`src/rtl/alu_pkg.sv`:
```
// alu_pkg: opcodes, flag bit positions and sequencer states shared by the ALU sequencer
package alu_pkg;
  localparam logic [5:0] OP_ADD = 6'b100000;
  localparam logic [5:0] OP_SUB = 6'b100010;
  localparam logic [5:0] OP_AND = 6'b100100;
  localparam logic [5:0] OP_OR  = 6'b100101;
  localparam logic [5:0] OP_XOR = 6'b100110;
  localparam logic [5:0] OP_NOR = 6'b100111;
  localparam logic [5:0] OP_SRA = 6'b000011;
  localparam logic [5:0] OP_SRL = 6'b000010;
  localparam logic [5:0] OP_SLL = 6'b000000;
  localparam int FLAG_Z = 0;
  localparam int FLAG_C = 1;
  localparam int FLAG_V = 2;
  localparam int FLAG_E = 3;
  typedef enum logic [2:0] {ST_IDLE, ST_WAIT_B, ST_WAIT_OP, ST_CALC, ST_SEND} state_t;
endpackage

```
`src/rtl/alu_core.sv`:
```
// alu_core: combinational ALU producing result and {E,V,C,Z} flags
module alu_core
  import alu_pkg::*;
#(
  parameter int NB_DATA     = 8,
  parameter int NB_OPERADOR = 6
) (
  input  logic [NB_DATA-1:0]     i_a,
  input  logic [NB_DATA-1:0]     i_b,
  input  logic [NB_OPERADOR-1:0] i_op,
  output logic [NB_DATA-1:0]     o_res,
  output logic [3:0]             o_flags
);
  localparam int M = NB_DATA - 1;
  localparam logic [NB_DATA-1:0] NB_W = NB_DATA'(NB_DATA);
  logic [NB_DATA:0] sum, dif;
  logic big;
  always_comb begin
    sum = {1'b0, i_a} + {1'b0, i_b};
    dif = {1'b0, i_a} - {1'b0, i_b};
    big = i_b >= NB_W;
    o_res = '0;
    o_flags = '0;
    case (i_op)
      NB_OPERADOR'(OP_ADD): begin
        o_res = sum[M:0];
        o_flags[FLAG_C] = sum[NB_DATA];
        o_flags[FLAG_V] = (i_a[M] == i_b[M]) && (sum[M] != i_a[M]);
      end
      NB_OPERADOR'(OP_SUB): begin
        o_res = dif[M:0];
        o_flags[FLAG_C] = dif[NB_DATA];
        o_flags[FLAG_V] = (i_a[M] != i_b[M]) && (dif[M] != i_a[M]);
      end
      NB_OPERADOR'(OP_AND): o_res = i_a & i_b;
      NB_OPERADOR'(OP_OR):  o_res = i_a | i_b;
      NB_OPERADOR'(OP_XOR): o_res = i_a ^ i_b;
      NB_OPERADOR'(OP_NOR): o_res = ~(i_a | i_b);
      NB_OPERADOR'(OP_SRA): o_res = big ? {NB_DATA{i_a[M]}} : $unsigned($signed(i_a) >>> i_b);
      NB_OPERADOR'(OP_SRL): o_res = big ? '0 : i_a >> i_b;
      NB_OPERADOR'(OP_SLL): o_res = big ? '0 : i_a << i_b;
      default:              o_flags[FLAG_E] = 1'b1;
    endcase
    o_flags[FLAG_Z] = o_res == '0;
  end
endmodule

```
`src/rtl/alu_seq_ctrl.sv`:
```
// alu_seq_ctrl: collects A, B, opcode from a receiver, computes once, hands result to a transmitter
module alu_seq_ctrl
  import alu_pkg::*;
#(
  parameter int NB_DATA     = 8,
  parameter int NB_OPERADOR = 6
) (
  input  logic               i_clock,
  input  logic               i_reset,
  input  logic [NB_DATA-1:0] i_rx_data,
  input  logic               i_rx_done,
  input  logic               i_tx_done,
  output logic [NB_DATA-1:0] o_tx_data,
  output logic               o_tx_start,
  output logic [3:0]         o_flags,
  output logic               o_busy
);
  state_t state_q, state_d;
  logic [NB_DATA-1:0] a_q, a_d, b_q, b_d, tx_data_q, tx_data_d, alu_res;
  logic [NB_OPERADOR-1:0] op_q, op_d;
  logic [3:0] flags_q, flags_d, alu_flags;
  logic tx_start_q, tx_start_d;
  alu_core #(.NB_DATA(NB_DATA), .NB_OPERADOR(NB_OPERADOR)) u_core (
    .i_a(a_q), .i_b(b_q), .i_op(op_q), .o_res(alu_res), .o_flags(alu_flags)
  );
  always_comb begin
    state_d = state_q;
    a_d = a_q;
    b_d = b_q;
    op_d = op_q;
    tx_data_d = tx_data_q;
    flags_d = flags_q;
    tx_start_d = 1'b0;
    case (state_q)
      ST_IDLE: if (i_rx_done) begin
        a_d = i_rx_data;
        state_d = ST_WAIT_B;
      end
      ST_WAIT_B: if (i_rx_done) begin
        b_d = i_rx_data;
        state_d = ST_WAIT_OP;
      end
      ST_WAIT_OP: if (i_rx_done) begin
        op_d = i_rx_data[NB_OPERADOR-1:0];
        state_d = ST_CALC;
      end
      ST_CALC: begin
        tx_data_d = alu_res;
        flags_d = alu_flags;
        tx_start_d = 1'b1;
        state_d = ST_SEND;
      end
      ST_SEND: if (i_tx_done) state_d = ST_IDLE;
      default: state_d = ST_IDLE;
    endcase
  end
  always_ff @(posedge i_clock or negedge i_reset) begin
    if (!i_reset) begin
      state_q <= ST_IDLE;
      a_q <= '0;
      b_q <= '0;
      op_q <= '0;
      tx_data_q <= '0;
      flags_q <= '0;
      tx_start_q <= 1'b0;
    end else begin
      state_q <= state_d;
      a_q <= a_d;
      b_q <= b_d;
      op_q <= op_d;
      tx_data_q <= tx_data_d;
      flags_q <= flags_d;
      tx_start_q <= tx_start_d;
    end
  end
  assign o_tx_data = tx_data_q;
  assign o_flags = flags_q;
  assign o_tx_start = tx_start_q;
  assign o_busy = state_q != ST_IDLE;
endmodule

```
`config.mk`:
```
export PLATFORM = sky130hd
export DESIGN_NAME = alu_seq_ctrl
export DESIGN_NICKNAME = d
export VERILOG_FILES = /design/src/rtl/alu_pkg.sv /design/src/rtl/alu_core.sv /design/src/rtl/alu_seq_ctrl.sv
export SDC_FILE = /design/constraint.sdc
export NUM_CORES = 1
export LEC_CHECK = 0
export BUFFER_PORTS_ARGS = -buffer_cell sky130_fd_sc_hd__buf_2
export CAP_MARGIN = 20
export CORE_UTILIZATION = 52
export CTS_CLUSTER_DIAMETER = 40
export DETAILED_ROUTE_END_ITERATION = 12
export GPL_TIMING_DRIVEN = 0
export PLACE_DENSITY = 0.77
export SLEW_MARGIN = 20
export SYNTH_ARGS = -nofsm -noshare
export SYNTH_HDL_FRONTEND = slang
export SYNTH_SLANG_ARGS = --single-unit
```
`constraint.sdc`:
```
create_clock -name i_clock -period 4.88 [get_ports i_clock]
set_input_delay 0.488 -clock i_clock [delete_from_list [all_inputs] [get_ports i_clock]]
set_output_delay 0.488 -clock i_clock [all_outputs]
set_load 0.01 [all_outputs]
```
==> results.json, run 1 <==
{
  "yosysMostFrequentCell": "nand2_1",
  "wl_per_cell_um": 19.9,
  "antenna_left": 0,
  "yosys_warnings": 0,
  "grtUsageTotal_pct": 31.8,
  "clkLatencyLatePin_ns": 0.30,
  "die_h_um": 84.1,
  "vias": 3475,
  "final_util_pct": 60.0,
  "status": "complete, but fails checks",
  "syn_area_per_cell_um2": 8.16,
  "cts-root-buf": "clkbuf_8",
  "start_util_pct": 54.5,
  "cp-start-kind": "register",
  "synth_ff_type": "dfrtp_1",
  "synthTopCellsByArea": "dfrtp_1, ha_1, o21ai_0",
  "hold_buffers": 0,
  "worstSetupPathType": "reg -> reg",
  "yosys_register_bits": 38,
  "whs_ns": 0.288,
  "required_ns": 5.07,
  "core.rowCount": 29,
  "nNetsFinal": 499,
  "period_needed_ns": 3.63,
  "endpoint_kind": "register",
  "clk_pin_slew_worst_paths_ns": 0.07,
  "dpl.hpwl_um": 8100,
  "synthTopCellsByCount": "nand2_1, o21ai_0, dfrtp_1",
  "syn_nets": 467,
  "grt_max_degree": 39,
  "post_cts_buffers": 0,
  "skew_ns": 0.00997,
  "yosysSeqAreaShare_pct": 27.2,
  "io_buffers": 25,
  "hold_viol": 0,
  "grt_pass1_vias": 3171,
  "grt_overflow": 0,
  "ir_worst_vdd_v": 0.000383,
  "synth_cell_types": 67,
  "powerDensity_nw_per_um2": 779,
  "area_growth_pct": 10.1,
  "cts_sinks": 38,
  "crit_arrival_ns": 3.82,
  "grt_pass1_wl_um": 17100,
  "gp_congestion": 1.09,
  "synthArstFlopShare_pct": 100,
  "multi_input_comb_area_um2": 2330,
  "rsz0062_at_grt": "false",
  "ff_latch_area_um2": 951,
  "clock_path_buffers": 2,
  "setup_viol": 0,
  "cts_max_level": 2,
  "dr.pass1.iters": 9,
  "critPathLaunch": "b_q[2]",
  "max_clock_freq_mhz": 275,
  "drc": 2,
  "cap_violations": 0,
  "fin_tns_setup_ns": 0,
  "antenna_found_initial": 0,
  "yosysTopAreaCellShare_pct": 27.2,
  "cts_resized": 0,
  "cts_buffers": 5,
  "syn_area_um2": 3500,
  "drt_iter0_markers": 489,
  "leakagePower_uw": 0.00166,
  "drt_wl_total_um": 10700,
  "slew-limit-headroom_pct": 38.7,
  "violations": "design-rule violations",
  "tightest_slew_ns": 0.912,
  "slew_violations": 0,
  "vias_per_cell": 6.46,
  "reg2reg_from": "b_q[2]",
  "die_area_um2": 7060,
  "fillCellCount": 601,
  "synth_edf_count": 0,
  "diodes": 0,
  "worstPathMaxFanout": 11,
  "io_pins": 26,
  "drive_gt1_share_pct": 16.3,
  "core_area_um2": 6420,
  "synthCells": 429,
  "tritoncts": "yes",
  "synth_top_area_cell": "dfrtp_1",
  "hp-class": "in -> async",
  "die_w_um": 84.1,
  "period_share_pct": 74.4
}
-- final cells by class --
class / count / share of cell area (%)
buffer: 28 / 3.38
clock buffer: 6 / 2.14
clock inverter: 1 / 0.779
inverter: 29 / 2.82
multi-input combinational: 334 / 60.5
sequential: 38 / 24.7
tap: 77 / 2.50
timing repair buffer: 25 / 3.25
-- kinds of logic (layout without fill, tap and decap cells) --
kind of cell    count (synthesis)  count (layout)  synth area share, %
flops                          38              38                 27.2
simple gates                  145             145                 21.3
fa+ha+maj                      26              26                 9.72
compound gates                127             127                 22.9
mux                            28              28                 10.1
xor+xnor                        8               8                 2.00
buf+inv                        57              89                 6.83
-- stage by stage --
stage | worst slack (ns) | area, µm² | total power, µW | instances
2_1_floorplan | 2.14 | 3500 | 2100 | 429
3_3_place_gp | 1.43 | 3720 | 2600 | 531
3_5_place_dp | 1.36 | 3740 | 2650 | 531
4_1_cts | 1.35 | 3850 | 2940 | 538
5_1_grt | 1.08 | 3850 | 3220 | 538
6_report | 1.25 | 3850 | 3000 | 538
-- critical path, stage by stage, from the launching register on --
cell and delay [ns]:
dfrtp_1 0.37, clkbuf_1 0.42, inv_1 0.15, clkbuf_1 0.31
ha_1 0.37, clkbuf_1 0.27, nor3_1 0.08, a221oi_1 0.47
o2bb2ai_1 0.24, nor3_1 0.09, nor4_1 0.29, o21ai_1 0.18
mux2_2 0.29
-- power breakdown --
| part | internal (µW) | switching, µW |
|---|---|---|
| Sequential | 456 | 192 |
| Combinational | 802 | 1270 |
| Clock | 164 | 114 |
-- path summary, 6_finish.rpt --
kind / end / slack [ns] / depth (start not counted)
max: o_tx_data[7] / 1.25 / 12
min: o_tx_data[5] / 0.29 / 1
max reg2reg: o_tx_data[7] / 1.25 / 12
min reg2reg: o_flags[2] / 0.47 / 2
max in group asynchronous: a_q[3] / 4.03 / 1
min in group i_clock: b_q[6] / 0.40 / 3
-- sequential cells by signal (all words and copies together), names as in the netlist --
register	count
a_q	8
b_q	8
o_tx_data	8
op_q	6
o_flags	4
state_q	3
o_tx_start	1
-- metal layers --
metal	up-vias	part of all wire (%)	GRT usage, %
met5	-	0	0
met4	0	3.6	15.7
met3	35	7.8	4.75
met2	215	46	48.8
met1	1616	43	43.9
li1	1609	-	-
-- cells in the final DEF, fill, tap and decap left out, types with 3 or more instances in the layout --
| cell | synthesis | routed |
|---|---|---|
| nand3_1 | 9 | 9 |
| a21oi_1 | 27 | 27 |
| dfrtp_1 | 38 | 38 |
| nor4b_2 | 1 | 4 |
| nor2_1 | 32 | 32 |
| o21ai_0 | 41 | 41 |
| a31oi_1 | 5 | 5 |
| nor3_1 | 11 | 11 |
| or2_2 | 4 | 4 |
| buf_1 | 3 | 3 |
| a211oi_1 | 5 | 5 |
| clkbuf_8 | 0 | 6 |
| nor3b_1 | 3 | 3 |
| xnor2_1 | 7 | 7 |
| nand2b_1 | 3 | 3 |
| mux4_2 | 5 | 5 |
| nand3b_1 | 4 | 4 |
| inv_1 | 27 | 27 |
| o211ai_1 | 15 | 15 |
| o21ai_1 | 4 | 4 |
| mux2i_1 | 14 | 14 |
| buf_2 | 8 | 33 |
| nor4_1 | 5 | 5 |
| nand2_1 | 51 | 51 |
| clkbuf_1 | 15 | 15 |
| mux2_2 | 9 | 9 |
| ha_1 | 24 | 24 |
| and2_1 | 3 | 3 |
(Power assumes the default switching activity.)
==> run 2, diff against run 1 <==
clock period = 3.5 ns   (was 4.88 ns; I/O delays follow)
==> run 2 against run 1 <==
The run still ends with design-rule violations left. Wire length rose by 0.69%. Final cell count decreased by 0.37%. Register-to-register slack got worse by 1.1 ns. Maximum frequency up 8.3%. Sequential cell count is the same. Critical endpoint unchanged. Largest power group unchanged.
==> results.json, run 2 (same netlist as run 1, synthesis figures left out) <==
{
  "status": "complete, but fails checks",
  "violations": "design-rule violations",
  "pwr-share-comb_pct": 68.7,
  "multi_input_comb_area_um2": 2340,
  "rsz0062_at_grt": "false",
  "tightest_slew_ns": 0.906,
  "grt_pass1_vias": 3180,
  "busiest_layer": "met2",
  "cts_sinks": 38,
  "crit_arrival_ns": 3.54,
  "drc": 2,
  "grt_overflow": 0,
  "leakagePower_uw": 0.00166,
  "clkLatencyLatePin_ns": 0.30,
  "fin_area_um2": 3850,
  "max_clock_freq_mhz": 298,
  "io_pins": 26,
  "tritoncts": "yes",
  "io_buffers": 25,
  "instances_no_fill": 536,
  "drt_wl_total_um": 10800,
  "vias_per_cell": 6.59,
  "cp_common_cell": "nor3_1",
  "core.rowCount": 29,
  "hold_viol": 0,
  "die_w_um": 84.1,
  "met3_usage_pct": 5.04,
  "wl_per_cell_um": 20.2,
  "grt_max_degree": 39,
  "drt_iter0_markers": 475,
  "antenna_found_initial": 0,
  "clk_pin_slew_worst_paths_ns": 0.08,
  "seqPwrFrac_pct": 22.0,
  "core_area_um2": 6420,
  "endpoint_kind": "register",
  "die_h_um": 84.1,
  "dp_cells": 531,
  "skew_ns": 0.0108,
  "intPower_uw": 1980,
  "area_growth_pct": 10.0,
  "slew_violations": 0,
  "dr.pass1.iters": 10,
  "required_ns": 3.69,
  "clock_path_buffers": 2,
  "p_sw_uw": 2210,
  "antenna_left": 0,
  "ff_latch_area_um2": 951,
  "swShare_pct": 52.8,
  "cap_violations": 0,
  "grt_use_met2_pct": 49.0,
  "slew-limit-headroom_pct": 39.1,
  "period_needed_ns": 3.35,
  "gp_congestion": 1.09,
  "worstPathMaxFanout": 13,
  "die_area_um2": 7060,
  "hold_buffers": 0,
  "diodes": 0,
  "ir_worst_vdd_v": 0.000538,
  "final_common_cell": "nand2_1",
  "grtUsageTotal_pct": 31.8,
  "cp-start-kind": "register",
  "drive_gt1_share_pct": 16.6,
  "final_util_pct": 60.0,
  "clock_power_share_pct": 9.3,
  "path_buf_inv": 2,
  "hp-class": "in -> async",
  "powerDensity_nw_per_um2": 1090,
  "slowest_delay_ns": 0.62,
  "cts-root-buf": "clkbuf_8",
  "cp_cell_sequence": "inv_1 -> ha_1 -> clkbuf_1 -> nor3_1 -> a221oi_1 -> o2bb2ai_1 -> nor3_1 -> nor4_1 -> o21ai_1 -> mux2_2",
  "period_share_pct": 95.8,
  "final_cell_mix": "nand2_1, o21ai_0, dfrtp_1",
  "grt_util_met1_pct": 43.3,
  "crit_path_top_delay_cell": "dfrtp_1",
  "crit_family": "compound AO/OA/AOI/OAI gates",
  "start_util_pct": 54.5,
  "fillCellCount": 599,
  "setup_viol": 0,
  "vias": 3530,
  "grt_pass1_wl_um": 17000,
  "cts_max_level": 2,
  "cts_buffers": 5,
  "worstSetupPathType": "reg -> reg",
  "nNetsFinal": 497,
  "dpl.hpwl_um": 8100,
  "dpl_cell_area_um2": 3740
}
-- run 2: cell count changes in the layout (fill, tap and decap cells not counted) --
cell and change:
clkbuf_1 -2, nor4_1 -1, nor4_2 +1
-- run 2: cell type report --
class                      instances  share of cell area [%]
tap                               77                    2.50
inverter                          29                    2.83
clock buffer                       6                    2.14
sequential                        38                    24.7
timing repair buffer              25                    3.25
multi-input combinational        334                    60.6
clock inverter                     1                   0.779
buffer                            26                    3.18
-- run 2: worst paths after layout --
check                              from      endpoint  slack, ns  cells past startpoint
max                              b_q[2]  o_tx_data[7]       0.15                     10
min                             i_reset  o_tx_data[5]       0.15                      1
max reg2reg                      b_q[2]  o_tx_data[7]       0.15                     10
min reg2reg                  o_flags[2]    o_flags[2]       0.47                      2
max in group asynchronous       i_reset        a_q[3]       2.80                      1
min in group i_clock       i_rx_data[6]        b_q[6]       0.26                      3
-- run 2: power by group through the flow --
stage	combinational, µW	clock, µW	sequential [µW]
finish	2880	390	921
global route	3120	411	947
CTS	2790	394	909
detailed placement	2790	0	902
global placement	2740	0	882
floorplan	2080	0	849
-- run 2: worst register-to-register path: stages (launching register included) --
cell	delay, ns
dfrtp_1	0.62
inv_1	0.35
ha_1	0.38
clkbuf_1	0.27
nor3_1	0.08
a221oi_1	0.46
o2bb2ai_1	0.24
nor3_1	0.09
nor4_1	0.29
o21ai_1	0.18
mux2_2	0.29
-- run 2: per-layer routing --
metal / routed length (µm) / vias up
li1: - / 1602
met1: 4670 / 1662
met2: 4890 / 223
met3: 831 / 43
met4: 405 / 0
met5: 0 / -
-- run 2: timing repair --
action,4_1_cts,5_1_grt
endpoints found under the setup margin,2,2
setup buffers,0,0
resized for setup,0,1
-- run 2: per-stage QoR --
step | power (µW) | hold WS [ns] | setup TNS, ns | worst slack, ns
finish | 4190 | 0.146 | 0 | 0.146
global route | 4480 | 0.238 | 0 | 0.0694
CTS | 4090 | 0.198 | 0 | 0.137
detailed placement | 3690 | 0.464 | -0.0220 | -0.0220
global placement | 3620 | 0.457 | 0 | 0.0462
floorplan | 2930 | 0.0544 | 0 | 0.762
